## src/rtl/if_fetch_stage.sv

```systemverilog
// Instruction fetch: owns the fetch PC, keeps one read outstanding to instruction memory and fills IF/ID.
// A delivery lands in IF/ID on the response edge; a stall parks the word in a skid register and no new request goes out until it drains.
module if_fetch_stage #(
  parameter logic [31:0] RESET_PC = 32'h0000_0000,
  parameter logic [31:0] NOP_INST = 32'h0000_0013
) (
  input  logic        clk,
  input  logic        rstn,
  input  logic [31:0] npc_in,
  input  logic        redirect,
  input  logic        stall,
  output logic        imem_req,
  output logic [31:0] imem_addr,
  input  logic        imem_rvalid,
  input  logic [31:0] imem_rdata,
  output logic [31:0] pc,
  output logic [31:0] if_id_pc,
  output logic [31:0] if_id_inst,
  output logic        if_id_valid
);

  typedef enum logic [1:0] {
    S_REQ  = 2'd0,
    S_WAIT = 2'd1,
    S_KILL = 2'd2,
    S_HOLD = 2'd3
  } state_t;

  state_t      state;
  logic [31:0] skid;
  logic [31:0] pc_inc;
  logic        deliver_wait;
  logic        deliver_hold;
  logic        deliver;
  logic [31:0] deliver_inst;

  assign pc_inc       = pc + 32'd4;
  assign deliver_wait = (state == S_WAIT) && imem_rvalid && !stall && !redirect;
  assign deliver_hold = (state == S_HOLD) && !stall && !redirect;
  assign deliver      = deliver_wait || deliver_hold;
  assign deliver_inst = (state == S_HOLD) ? skid : imem_rdata;

  // Gated by rstn so the request drops the instant reset asserts.
  assign imem_req  = rstn && (state == S_REQ) && !redirect;
  assign imem_addr = pc;

  always_ff @(posedge clk or negedge rstn) begin
    if (!rstn) begin
      state <= S_REQ;
      pc    <= RESET_PC;
      skid  <= 32'd0;
    end else begin
      case (state)
        S_REQ: begin
          if (redirect) pc <= npc_in;
          else          state <= S_WAIT;
        end
        S_WAIT: begin
          if (redirect) begin
            pc    <= npc_in;
            state <= imem_rvalid ? S_REQ : S_KILL;
          end else if (imem_rvalid) begin
            if (stall) begin
              skid  <= imem_rdata;
              state <= S_HOLD;
            end else begin
              pc    <= pc_inc;
              state <= S_REQ;
            end
          end
        end
        S_KILL: begin
          // The squashed response must drain before the new target is requested.
          if (redirect)    pc <= npc_in;
          if (imem_rvalid) state <= S_REQ;
        end
        S_HOLD: begin
          if (redirect) begin
            pc    <= npc_in;
            state <= S_REQ;
          end else if (!stall) begin
            pc    <= pc_inc;
            state <= S_REQ;
          end
        end
        default: state <= S_REQ;
      endcase
    end
  end

  always_ff @(posedge clk or negedge rstn) begin
    if (!rstn) begin
      if_id_valid <= 1'b0;
      if_id_pc    <= 32'd0;
      if_id_inst  <= NOP_INST;
    end else if (redirect) begin
      if_id_valid <= 1'b0;
      if_id_inst  <= NOP_INST;
    end else if (stall) begin
      if_id_valid <= if_id_valid;
    end else if (deliver) begin
      if_id_valid <= 1'b1;
      if_id_pc    <= pc;
      if_id_inst  <= deliver_inst;
    end else begin
      if_id_valid <= 1'b0;
      if_id_inst  <= NOP_INST;
    end
  end

endmodule

```

## config.mk

```make
export PLATFORM = sky130hd
export DESIGN_NAME = if_fetch_stage
export DESIGN_NICKNAME = d
export VERILOG_FILES = /design/src/rtl/if_fetch_stage.sv
export SDC_FILE = /design/constraint.sdc
export NUM_CORES = 1
export LEC_CHECK = 0
export CAP_MARGIN = 20
export CORE_ASPECT_RATIO = 0.5
export CORE_MARGIN = 2
export CORE_UTILIZATION = 43
export CTS_BUF_LIST = sky130_fd_sc_hd__clkbuf_4 sky130_fd_sc_hd__clkbuf_8
export DETAILED_ROUTE_END_ITERATION = 8
export HOLD_SLACK_MARGIN = 0.15
export PLACE_DENSITY_LB_ADDON = 0.2
export SLEW_MARGIN = 30
export SYNTH_ARGS = -nofsm -noshare
export SYNTH_HDL_FRONTEND = slang
export SYNTH_SLANG_ARGS = --single-unit
```

## constraint.sdc

```tcl
create_clock -name clk -period 1.7 [get_ports clk]
set_input_delay 0.425 -clock clk [delete_from_list [all_inputs] [get_ports clk]]
set_output_delay 0.425 -clock clk [all_outputs]
set_load 0.05 [all_outputs]
```

=== Word level (Yosys, flattened, before mapping) ===
Cells that the tools add are included.

* Register bits: 131
* Input port bits: 69
* Output and inout bits: 130
* Word-level logic and storage cells: 56

* Add/subtract/negate cells: 1
* Eq/ne operators: 9
* Multiplexer cells: 22
* Bitwise gates (word level): 2
* Reduce and logical (&&, ||, !) cells: 16

{| class="wikitable"
|+ Operator list
! cell !! number
|-
| 32-bit two-way mux || 9
|-
| 32-bit one-hot mux with 3 select lines || 1
|-
| 32-bit by 3-bit adder with 32-bit output (second input constant) || 1
|-
| 2-bit two-way mux || 8
|-
| 2-bit one-hot mux with 4 select lines || 1
|-
| 4-bit AND reduction || 2
|-
| 1-bit logical AND || 7
|-
| 2-bit != test (second input constant) || 3
|-
| 3-bit != test (second input constant) || 2
|-
| 2-bit == test (second input constant) || 2
|-
| 1-bit two-way mux || 3
|-
| 3-bit AND reduction || 1
|-
| 2-bit by 1-bit == test with 1-bit output (second input constant) || 1
|-
| 1-bit logical NOT || 2
|-
| 2-bit logical NOT || 1
|-
| 2-bit by 1-bit != test with 1-bit output (second input constant) || 1
|-
| 1-bit inverter || 2
|-
| 2-bit AND reduction || 1
|-
| 2-bit OR reduction || 1
|-
| 1-bit logical OR || 1
|}

=== Depth between registers and ports, before layout ===
* Word-level depth: 8
* Gate-level depth with buffers: 7
* Mapped depth without buffers: 6

=== Least setup slack after synthesis ===
No wires, ideal clock.

* Kind: in2out
* Start: input redirect
* End: output imem_req
* Arrival time: 2528 ps
* Required time: 1275 ps
* Setup slack: -1253 ps
* Stages: 3
* Buffers on the path: 2
* Path through: buf_1 > clkbuf_1 > nor4b_1

* Word-level cells in the longest chain between the ends: 2

{| class="wikitable"
|+ Ends and longest elaborated chain
! item !! line !! text
|-
| from (decl) || 10 || <nowiki>input logic redirect,</nowiki>
|-
| 1-bit logical NOT || 44 || <nowiki>assign imem_req = rstn && (state == S_REQ) && !redirect;</nowiki>
|-
| 1-bit logical AND || 44 ||
|-
| to (decl) || 12 || <nowiki>output logic imem_req,</nowiki>
|}

Every way passes these cells.

=== Worst setup path in the final report ===
* Start: register state[1]
* End: output imem_req

* Word-level cells in the longest chain between the ends: 3

{| class="wikitable"
|+ Ends and longest elaborated chain
! item !! line !! text
|-
| from (decl) || 29 || <nowiki>state_t state;</nowiki>
|-
| from (signal assigned) || 61 || <nowiki>state <= imem_rvalid ? S_REQ : S_KILL;</nowiki>
|-
| 2-bit logical NOT || 44 ||
|-
| 1-bit logical AND (2 in series) || 44 ||
|}

Every way passes these cells.

==> impl_metrics.env <==
export IMPL_cts_root_buf="clkbuf_8"
export IMPL_fin_util_pct=70.05
export IMPL_finalInstanceArea_sq_mm=0.01003
export IMPL_synth_compound_area_share_pct=10.30
export IMPL_core_sq_mm=0.01431
export IMPL_cts_tree="done"
export IMPL_clock_fmax_ghz=0.5440
export IMPL_synth_top_family_by_area="simple AND/OR/NAND/NOR gates"
export IMPL_cts_buffers=17
export IMPL_grt_pass1_vias=5634
export IMPL_hold_depth=4
export IMPL_synth_edf_count=0
export IMPL_p_leak_nw=4.754
export IMPL_finClkSkew_ps=19.11
export IMPL_ys_types=54
export IMPL_area_delta_synth_final_pct=60.55
export IMPL_grt_max_degree=132
export IMPL_pwr_share_seq_pct=36.2
export IMPL_ir_drop_v=0.0007692
export IMPL_r2r_end="imem_addr[31]$_DFFE_PN0P_"
export IMPL_worstSetupEndpointType="primary output"
export IMPL_synth_xor_area_share_pct=0.7013
export IMPL_gr_total_overflow=0
export IMPL_layout_setup_ws_ps=-138.2
export IMPL_n_fill_cell=1035
export IMPL_syn_nets=694
export IMPL_synthAdderAreaFrac_pct=0.2004
export IMPL_p_clk_share_pct=21.8
export IMPL_antenna_found_initial=1
export IMPL_nNetsFinal=936
export IMPL_synthMuxAreaShare_pct=11.60
export IMPL_ys_ff_latch=131
export IMPL_cts_path_max_buffers=2
export IMPL_intPower_w=0.006845
export IMPL_place_hpwl_mm=12.57
export IMPL_place_port_buffers=198
export IMPL_crit_end="imem_req"
export IMPL_drtAntennaViolNets=0
export IMPL_slew_viol_final=0
export IMPL_place_area_sq_mm=0.009443
export IMPL_synth_area_leaders="dfrtp_1 (51%), nand2_1 (8.9%), mux2_2 (6.3%), mux2i_1 (5.3%), buf_4 (4.0%)"
export IMPL_syn_avg_cell_area_sq_um=10.01
export IMPL_diodes=0
export IMPL_p_total_w=0.01149
export IMPL_pwr_share_comb_pct=42.0
export IMPL_cp_start_kind="register"
export IMPL_ys_warn_count=0
export IMPL_p_switching_w=0.004642
export IMPL_htree_levels=4
export IMPL_async_flop_share_pct=100.0
export IMPL_synth_most_common_cell="nand2_1"
export IMPL_finalCritPeriodShare_pct=108.1
export IMPL_synth_top_flop_cell="dfrtp_1"
export IMPL_die_width_um=174.4
export IMPL_drc=0
export IMPL_clock_sinks=131
export IMPL_violations="setup timing"
export IMPL_syn_inst=624
export IMPL_maxSlewHeadroom_pct=44.53
export IMPL_power_share_switching_pct=40.41
export IMPL_wirelength_mm=18.01
export IMPL_path_clk_slew_ps=80
export IMPL_synthesis_area_sq_mm=0.006245
export IMPL_drtPass1Iterations=5
export IMPL_required_ps=1270
export IMPL_track_usage_pct=23.34
export IMPL_layout_drive_gt1_share_pct=40.96
export IMPL_num_vias=5644
export IMPL_r2r_start="imem_addr[12]$_DFFE_PN0P_"
export IMPL_routed_via_density=5.240
export IMPL_io_pin_count=199
export IMPL_drt_iter0_markers=326
export IMPL_hp_class="in -> reg"
export IMPL_powerDensity_mw_per_mm2=1146
export IMPL_dieHeight_um=89.22
export IMPL_synth_simple_area_share_pct=18.07
export IMPL_die_area_sq_mm=0.01556
export IMPL_final_hold_violation_count=0
export IMPL_rrSetupSlack_ps=10
export IMPL_place_gp_congestion=0.8715
export IMPL_layout_min_cycle_time_ps=1838
export IMPL_rows=31
export IMPL_critPathKind="reg -> out"
export IMPL_yosysTopAreaCell="dfrtp_1"
export IMPL_drv_cap=0
export IMPL_arrival_ps=1410
export IMPL_clock_latency_ps=440
export IMPL_synth_top_cell_area_share_pct=51.29
export IMPL_startpoint="state[1]$_DFFE_PN0P_"
export IMPL_rsz0062_at_grt="true"
export IMPL_tightest_slew_ps=832.1
export IMPL_post_drt_wl_per_cell_um=16.72
export IMPL_grt_first_pass_wirelength_mm=28.56
export IMPL_initial_core_util_pct=43.63
export IMPL_path_max_fanout=2
export IMPL_r2r_cells=6
export IMPL_status="finished, violations left"
export IMPL_ys_top_cells_by_count="nand2_1 (148), dfrtp_1 (128), o21ai_0 (42), mux2_2 (35)"
export IMPL_yosysSeqAreaShare_pct=52.55
export IMPL_setup_viol=1
-- stage by stage --
stage | hold slack, ps | setup WS, ps | cells | TNS [ps]
final | 440.6 | -138.2 | 1077 | -138.2
after global routing | 471.2 | -191.9 | 1077 | -244.0
after CTS | 485.5 | -180.6 | 1066 | -180.6
after detailed placement | 464.5 | -413.8 | 1031 | -40620
after global placement | 459.7 | -394.6 | 1031 | -35830
after floorplan | 129.4 | -122.3 | 624 | -473.7
-- worst min path at each step --
stage                             startpoint                          to  slack [ps]
global route                           stall        state[0]$_DFFE_PN0P_         470
finish                                 stall        state[0]$_DFFE_PN0P_         440
global placement    if_id_pc[15]$_DFFE_PN0P_    if_id_pc[15]$_DFFE_PN0P_         460
floorplan                               rstn  if_id_inst[10]$_DFFE_PN0P_         130
detailed placement   if_id_pc[1]$_DFFE_PN0P_     if_id_pc[1]$_DFFE_PN0P_         460
CTS                  if_id_pc[1]$_DFFE_PN0P_     if_id_pc[1]$_DFFE_PN0P_         490
-- routing by layer --
layer / GRT usage [%] / vias up / wire length, um
met5: 0 / - / 0
met4: 6.570 / 0 / 225
met3: 5.315 / 24 / 1128
met2: 38.92 / 214 / 8638
met1: 31.20 / 2780 / 8014
li1: - / 2626 / -
-- layout by cell type, fill, tap and decap left out, types with 3 or more instances in the layout --
cell and count:
a2bb2oi_1 4, buf_4 136, inv_6 5, a31oi_1 3
buf_12 78, clkbuf_8 17, clkinvlp_4 5, dfrtp_2 24
o21ai_0 42, nand2_2 5, mux2_2 35, inv_1 5
and3_1 4, dfrtp_1 103, nor3_4 3, nand2_1 143
a21oi_1 23, nor3_2 3, a22oi_1 4, clkdlybuf4s50_1 65
nor2_2 3, nand4_1 11, xor2_1 3, buf_6 7
nand3_1 17, dfstp_2 3, mux2i_1 33, o22ai_1 11
nor2_1 25, a211oi_1 4
-- kinds of logic after synthesis --
logic type      after synthesis
mux                          68
simple gates                240
xor+xnor                      5
fa+ha+maj                     1
flops                       131
buf+inv                      72
compound gates              107
-- sequential cells by signal, indices dropped and copies added (netlist names) --
register and flops:
if_id_inst 32, if_id_pc 32, if_id_valid 1, state 2, imem_addr 32, skid 32
-- power by group through the flow --
stage | clock, W | sequential, W | combinational, W
floorplan | 0 | 0.00549 | 0.00140
global placement | 0 | 0.00418 | 0.00471
detailed placement | 0 | 0.00421 | 0.00477
CTS | 0.00255 | 0.00415 | 0.00480
global route | 0.00269 | 0.00424 | 0.00506
finish | 0.00251 | 0.00416 | 0.00482
-- area by class of cell --
type / count / area, sq um / share of cell area, %
clock inverter: 14 / 121.4 / 1.211
timing repair buffer: 289 / 3343 / 33.35
multi-input combinational: 421 / 2734 / 27.27
sequential: 131 / 3316 / 33.07
clock buffer: 18 / 241.5 / 2.409
tap: 198 / 247.7 / 2.471
inverter: 6 / 22.52 / 0.2246
-- repair_timing --
| action | CTS | global route |
|---|---|---|
| pin swaps | 1 | 12 |
| setup buffers | 3 | 11 |
| hold endpoints to repair | 12 | 0 |
| setup endpoints to repair | 2 | 50 |
| gates resized for setup | 6 | 23 |
| hold buffers | 1 | 0 |
-- worst max-delay path, stage by stage (launching register included) --
cell	delay, ps
dfrtp_1	410
buf_6	130
nor4b_4	260
buf_12	180
(Power assumes the default switching activity.)
